===== config.mk =====
export PLATFORM = sky130hd
export DESIGN_NAME = accum_shift_reg
export DESIGN_NICKNAME = d
export VERILOG_FILES = /design/src/rtl/accum_shift_reg_pkg.sv /design/src/rtl/accum_shift_reg_shl_barrel.sv /design/src/rtl/accum_shift_reg.sv
export SDC_FILE = /design/constraint.sdc
export NUM_CORES = 1
export LEC_CHECK = 0
export ABC_AREA = 1
export BUFFER_PORTS_ARGS = -buffer_cell sky130_fd_sc_hd__buf_4
export CAP_MARGIN = 20
export CORE_MARGIN = 1.5
export CORE_UTILIZATION = 50
export CTS_CLUSTER_DIAMETER = 30
export CTS_CLUSTER_SIZE = 24
export DETAILED_ROUTE_END_ITERATION = 16
export HOLD_SLACK_MARGIN = 0.1
export PLACE_DENSITY = 0.7
export SYNTH_ARGS = -nofsm -noshare
export SYNTH_HDL_FRONTEND = slang
export SYNTH_SLANG_ARGS = --single-unit

===== constraint.sdc =====
create_clock -name clk -period 5.3 [get_ports clk]
set_input_delay 1.06 -clock clk [delete_from_list [all_inputs] [get_ports clk]]
set_output_delay 1.06 -clock clk [all_outputs]
set_load 0.01 [all_outputs]

===== src/rtl/accum_shift_reg_pkg.sv =====
// Package: accum_shift_reg_pkg
// Shared definitions for the product register and the multiplier FSM that drives it.
//   MODE_HOLD / MODE_LOAD / MODE_ACCUM / MODE_SHIFT : 2-bit mode encodings.
package accum_shift_reg_pkg;

    localparam logic [1:0] MODE_HOLD  = 2'b00;
    localparam logic [1:0] MODE_LOAD  = 2'b01;
    localparam logic [1:0] MODE_ACCUM = 2'b10;
    localparam logic [1:0] MODE_SHIFT = 2'b11;

endpackage


===== src/rtl/accum_shift_reg_shl_barrel.sv =====
// Module: shl_barrel
// Combinational logical left shifter. The input is zero-extended to OUT_W bits before the shift,
// so OUT_W must be large enough to keep every shifted-out bit the caller cares about.
// Ports:
//   din   in  IN_W     value to shift
//   shamt in  SHIFT_W  left-shift amount
//   dout  out OUT_W    zext(din) << shamt, zero fill
module shl_barrel #(
    parameter int unsigned IN_W    = 16,
    parameter int unsigned OUT_W   = 33,
    parameter int unsigned SHIFT_W = 4
) (
    input  logic [IN_W-1:0]    din,
    input  logic [SHIFT_W-1:0] shamt,
    output logic [OUT_W-1:0]   dout
);

    logic [OUT_W-1:0] din_ext;

    always_comb begin
        din_ext            = '0;
        din_ext[IN_W-1:0]  = din;
        dout               = din_ext << shamt;
    end

endmodule


===== src/rtl/accum_shift_reg.sv =====
// Module: accum_shift_reg
// Product register of the sequential multiplier: WIDTH-bit register with hold, load, shifted
// accumulate and shift modes, a sticky overflow flag and a saturating term counter.
// Ports:
//   clk      in   rising-edge clock
//   sclr     in   synchronous active-high clear (highest priority)
//   clk_ena  in   update enable; 0 holds all state
//   mode     in   00 HOLD, 01 LOAD, 10 ACCUM, 11 SHIFT
//   shamt    in   left-shift amount for ACCUM (datain) and SHIFT (register)
//   datain   in   operand for LOAD / ACCUM, zero-extended to WIDTH
//   reg_out  out  register contents
//   ovf      out  sticky overflow since last LOAD
//   term_cnt out  terms absorbed since last LOAD, saturates at NUM_TERMS
//   done     out  term_cnt == NUM_TERMS
module accum_shift_reg
    import accum_shift_reg_pkg::*;
#(
    parameter int unsigned WIDTH     = 16,
    parameter int unsigned IN_WIDTH  = 16,
    parameter int unsigned SHIFT_W   = 4,
    parameter bit          SATURATE  = 1'b0,
    parameter int unsigned NUM_TERMS = 4,
    localparam int unsigned CNT_W    = $clog2(NUM_TERMS + 1)
) (
    input  logic                clk,
    input  logic                sclr,
    input  logic                clk_ena,
    input  logic [1:0]          mode,
    input  logic [SHIFT_W-1:0]  shamt,
    input  logic [IN_WIDTH-1:0] datain,
    output logic [WIDTH-1:0]    reg_out,
    output logic                ovf,
    output logic [CNT_W-1:0]    term_cnt,
    output logic                done
);

    // Wide enough that neither the max shift nor the accumulate carry can be lost.
    localparam int unsigned EXT_W = WIDTH + 2**SHIFT_W + 1;
    localparam logic [CNT_W-1:0] CntMax = CNT_W'(NUM_TERMS);

    logic [WIDTH-1:0] reg_q, reg_d;
    logic             ovf_q, ovf_d;
    logic [CNT_W-1:0] cnt_q, cnt_d;

    logic [WIDTH-1:0] load_val;
    logic [EXT_W-1:0] reg_ext;
    logic [EXT_W-1:0] acc_operand;
    logic [EXT_W-1:0] reg_shifted;
    logic [EXT_W-1:0] sum;
    logic             acc_ovf;
    logic             shift_ovf;

    shl_barrel #(
        .IN_W    (IN_WIDTH),
        .OUT_W   (EXT_W),
        .SHIFT_W (SHIFT_W)
    ) u_shl_acc (
        .din   (datain),
        .shamt (shamt),
        .dout  (acc_operand)
    );

    shl_barrel #(
        .IN_W    (WIDTH),
        .OUT_W   (EXT_W),
        .SHIFT_W (SHIFT_W)
    ) u_shl_reg (
        .din   (reg_q),
        .shamt (shamt),
        .dout  (reg_shifted)
    );

    always_comb begin
        load_val                 = '0;
        load_val[IN_WIDTH-1:0]   = datain;
        reg_ext                  = '0;
        reg_ext[WIDTH-1:0]       = reg_q;
        sum                      = reg_ext + acc_operand;
        acc_ovf                  = |sum[EXT_W-1:WIDTH];
        // Anything left above WIDTH-1 after the shift was a nonzero bit pushed out.
        shift_ovf                = |reg_shifted[EXT_W-1:WIDTH];
    end

    always_comb begin
        reg_d = reg_q;
        ovf_d = ovf_q;
        cnt_d = cnt_q;
        case (mode)
            MODE_LOAD: begin
                reg_d = load_val;
                ovf_d = 1'b0;
                cnt_d = CNT_W'(1);
            end
            MODE_ACCUM: begin
                if (acc_ovf) begin
                    ovf_d = 1'b1;
                    reg_d = SATURATE ? {WIDTH{1'b1}} : sum[WIDTH-1:0];
                end else begin
                    reg_d = sum[WIDTH-1:0];
                end
                if (cnt_q != CntMax) begin
                    cnt_d = cnt_q + CNT_W'(1);
                end
            end
            MODE_SHIFT: begin
                reg_d = reg_shifted[WIDTH-1:0];
                if (shift_ovf) begin
                    ovf_d = 1'b1;
                end
            end
            default: begin
                // HOLD keeps everything.
            end
        endcase
    end

    always_ff @(posedge clk) begin
        if (sclr) begin
            reg_q <= '0;
            ovf_q <= 1'b0;
            cnt_q <= '0;
        end else if (clk_ena) begin
            reg_q <= reg_d;
            ovf_q <= ovf_d;
            cnt_q <= cnt_d;
        end
    end

    assign reg_out  = reg_q;
    assign ovf      = ovf_q;
    assign term_cnt = cnt_q;
    assign done     = (cnt_q == CntMax);

endmodule


==> results.txt <==
outcome -> complete, no violations
Crit. End Element -> flop
Lkg Pwr -> 2.10 nW
Placement Cell Area -> 4270 µm²
Worst Path Class, Setup -> in -> reg
DRC -> 0
antenna diode count -> 0
Synth cell types -> 46
die area -> 8450 µm²
WP data arrival -> 4.72 ns
antenna viol nets, final -> 0
clock tree buffer depth -> 2
worst hold stages -> 2
RD Place Congestion -> 1.01
Slew headroom -> 34.4%
Fin. Hold Viols -> 0
most common cell in the netlist -> nand2_1
Tmin final -> 4.57 ns
R2R depth -> 19
grt ovf -> 0
pin count of the biggest net entering global routing -> 45
Setup Fix Bufs, Post-CTS -> 0
num ports -> 46
Pins Over Slew Limit -> 0
fill cell count -> 846
total power divided by cell area -> 163 nW/µm²
Finished Core Util -> 56.2%
Initial Util -> 51.4%
WP data required -> 5.45 ns
fin crit share -> 86.3%
Initial DRT Pass Iterations -> 7
top_reg_cell synth -> dfxtp_1
number of core rows -> 32
hpwl dp -> 11,400 µm
HP Class -> reg -> reg
share of cells above drive strength 1 -> 15.3%
critical path peak fanout -> 32
initial antenna violation count -> 0
post-synthesis register bit count -> 20
Setup Skew -> 0.00868 ns
sequential area share after synthesis -> 10.1%
ys async rst share -> 0%
Synth Cell Area -> 3950 µm²
top-area cell type share of the netlist area -> 19.0%
achievable frequency -> 0.219 GHz
Worst-Margin Slew -> 0.959 ns
final setup TNS -> 0 ns
# H-tree levels -> 1
Placeable Area -> 7690 µm²
Syn Area/Cell -> 5.55 µm²
number of port buffers -> 45
endpoints failing setup -> 0
Layout Nets -> 778
Die H -> 91.9 µm
Yosys top cell by area -> nand2_1
crit path launch type -> input port
hold_buf cts -> 0
max cap viols -> 0
drt initial violations -> 539
CTS root buf -> clkbuf_8
total CTS buffers -> 3
cts repair resizes -> 0
top post-synthesis cells by area -> nand2_1 19%, dfxtp_1 10%, nand3_1 8.7%
first-pass GRT wire length -> 23,300 µm
vias in the first global route -> 4,467
Sink Count -> 20
clk_lat worst skew -> 0.27 ns
Post-Syn Instances -> 713
WL final -> 14,600 µm
EDFF count, synth -> 0
DR vias -> 5,034
Mapped Nets -> 757
Max VDD drop -> 0.112 mV
RSZ-0062 raised after global routing -> false
Reg clk slew, reported paths -> 0.09 ns
Total GRT Usage -> 34.7%
Synth Warn # -> 0
Layout area overhead -> 9.27%
Via density -> 6.03
synth cell count leaders -> 200 x nand2_1, 70 x inv_1, 69 x nand3_1
CTS tree -> built
die width -> 91.9 µm
final instance area -> 4320 µm²
DR WL/cell -> 17.5 µm
==> sequential cells by signal, indices dropped and copies added (netlist names) <==
name	count
reg_out	16
term_cnt	3
ovf	1
==> path summary, 6_finish.rpt <==
| kind | from | to | slack (ns) |
|---|---|---|---|
| max | shamt[1] | ovf | 0.73 |
| min reg2reg | ovf | ovf | 0.49 |
| min | ovf | ovf | 0.49 |
| max reg2reg | reg_out[0] | ovf | 2.31 |
==> cells by family (layout without fill, tap and decap cells) <==
family                     after synthesis  in the layout  share of synthesized area, %
and+or+nand+nor                        395            395                          46.4
AOI/OAI and AO/OA                      161            161                          23.4
buffers and inverters                  109            129                          11.7
DFF                                     20             20                          10.1
adders and majority gates               19             19                          6.20
muxes                                    5              5                          1.27
xor gates and xnor gates                 4              4                         0.886
==> routing by layer <==
metal  part of all wire, %  vias to the layer above  track usage [%]
li1                      -                     2432                -
met4                   3.0                        0             9.87
met5                     0                        -                0
met1                    43                     2252             48.4
met2                    44                      313             54.9
met3                    10                       37             5.64
==> layout by cell type, fill, tap and decap left out, types with 2 or more instances in the layout <==
master / n
a21oi_2: 2
ha_1: 18
a211oi_1: 2
inv_2: 5
clkinv_1: 3
a21o_1: 2
mux2i_1: 5
dfxtp_1: 20
nor2_1: 59
o21ai_0: 67
xor2_1: 4
inv_1: 70
o221a_2: 3
o21a_1: 3
o21bai_1: 2
nor4_1: 2
buf_4: 47
nand4_1: 6
nor2_2: 6
o21ai_1: 4
a221oi_1: 5
or2_2: 3
nand3_2: 17
clkbuf_8: 4
nor3_1: 7
nand2_2: 16
nand2_4: 3
a22oi_1: 2
a2111oi_0: 4
a31oi_1: 11
nand2_1: 200
nand3_1: 69
a21oi_1: 48
nor2_4: 5
==> final cells by class <==
type | count | area, µm² | area share, %
multi-input cells | 584 | 3090 | 71.6
flip-flops and latches | 20 | 400 | 9.27
repair buffers | 47 | 353 | 8.17
inverters | 78 | 293 | 6.78
well taps | 102 | 128 | 2.95
clock buffers | 4 | 55.1 | 1.27
==> where the power goes <==
part	switching (mW)	total [mW]	internal, mW
Combinational	0.270	0.400	0.130
Sequential	0.0171	0.179	0.162
Clock	0.0596	0.126	0.0663
Total	0.347	0.705	0.358
==> critical path: stages <==
cell and delay, ns:
buf_4 0.22, inv_2 0.48, nand3_1 0.21, nand3_2 0.15
nand2_1 0.11, nand2_1 0.09, o21ai_0 0.15, ha_1 0.42
a21oi_1 0.37, nand2_1 0.12, a21oi_1 0.20, o21ai_0 0.19
nand2_1 0.18, nand2_2 0.12, nand3_1 0.11, nand3_1 0.07
nor2_1 0.13, nand2_1 0.07, nor2_1 0.09, nand2_1 0.06
nand2_1 0.06, a21oi_2 0.05
==> stage by stage <==
step           instances  power (mW)  hold slack [ns]  setup WS, ns
5_1_grt              835       0.754            0.530         0.241
3_5_place_dp         831       0.570            0.490         0.548
4_1_cts              835       0.694            0.503         0.824
3_3_place_gp         831       0.568            0.462         0.554
2_1_floorplan        713       0.452            0.484          1.27
6_report             835       0.705            0.495         0.728
Note: power is estimated with default switching activity, not from simulation.
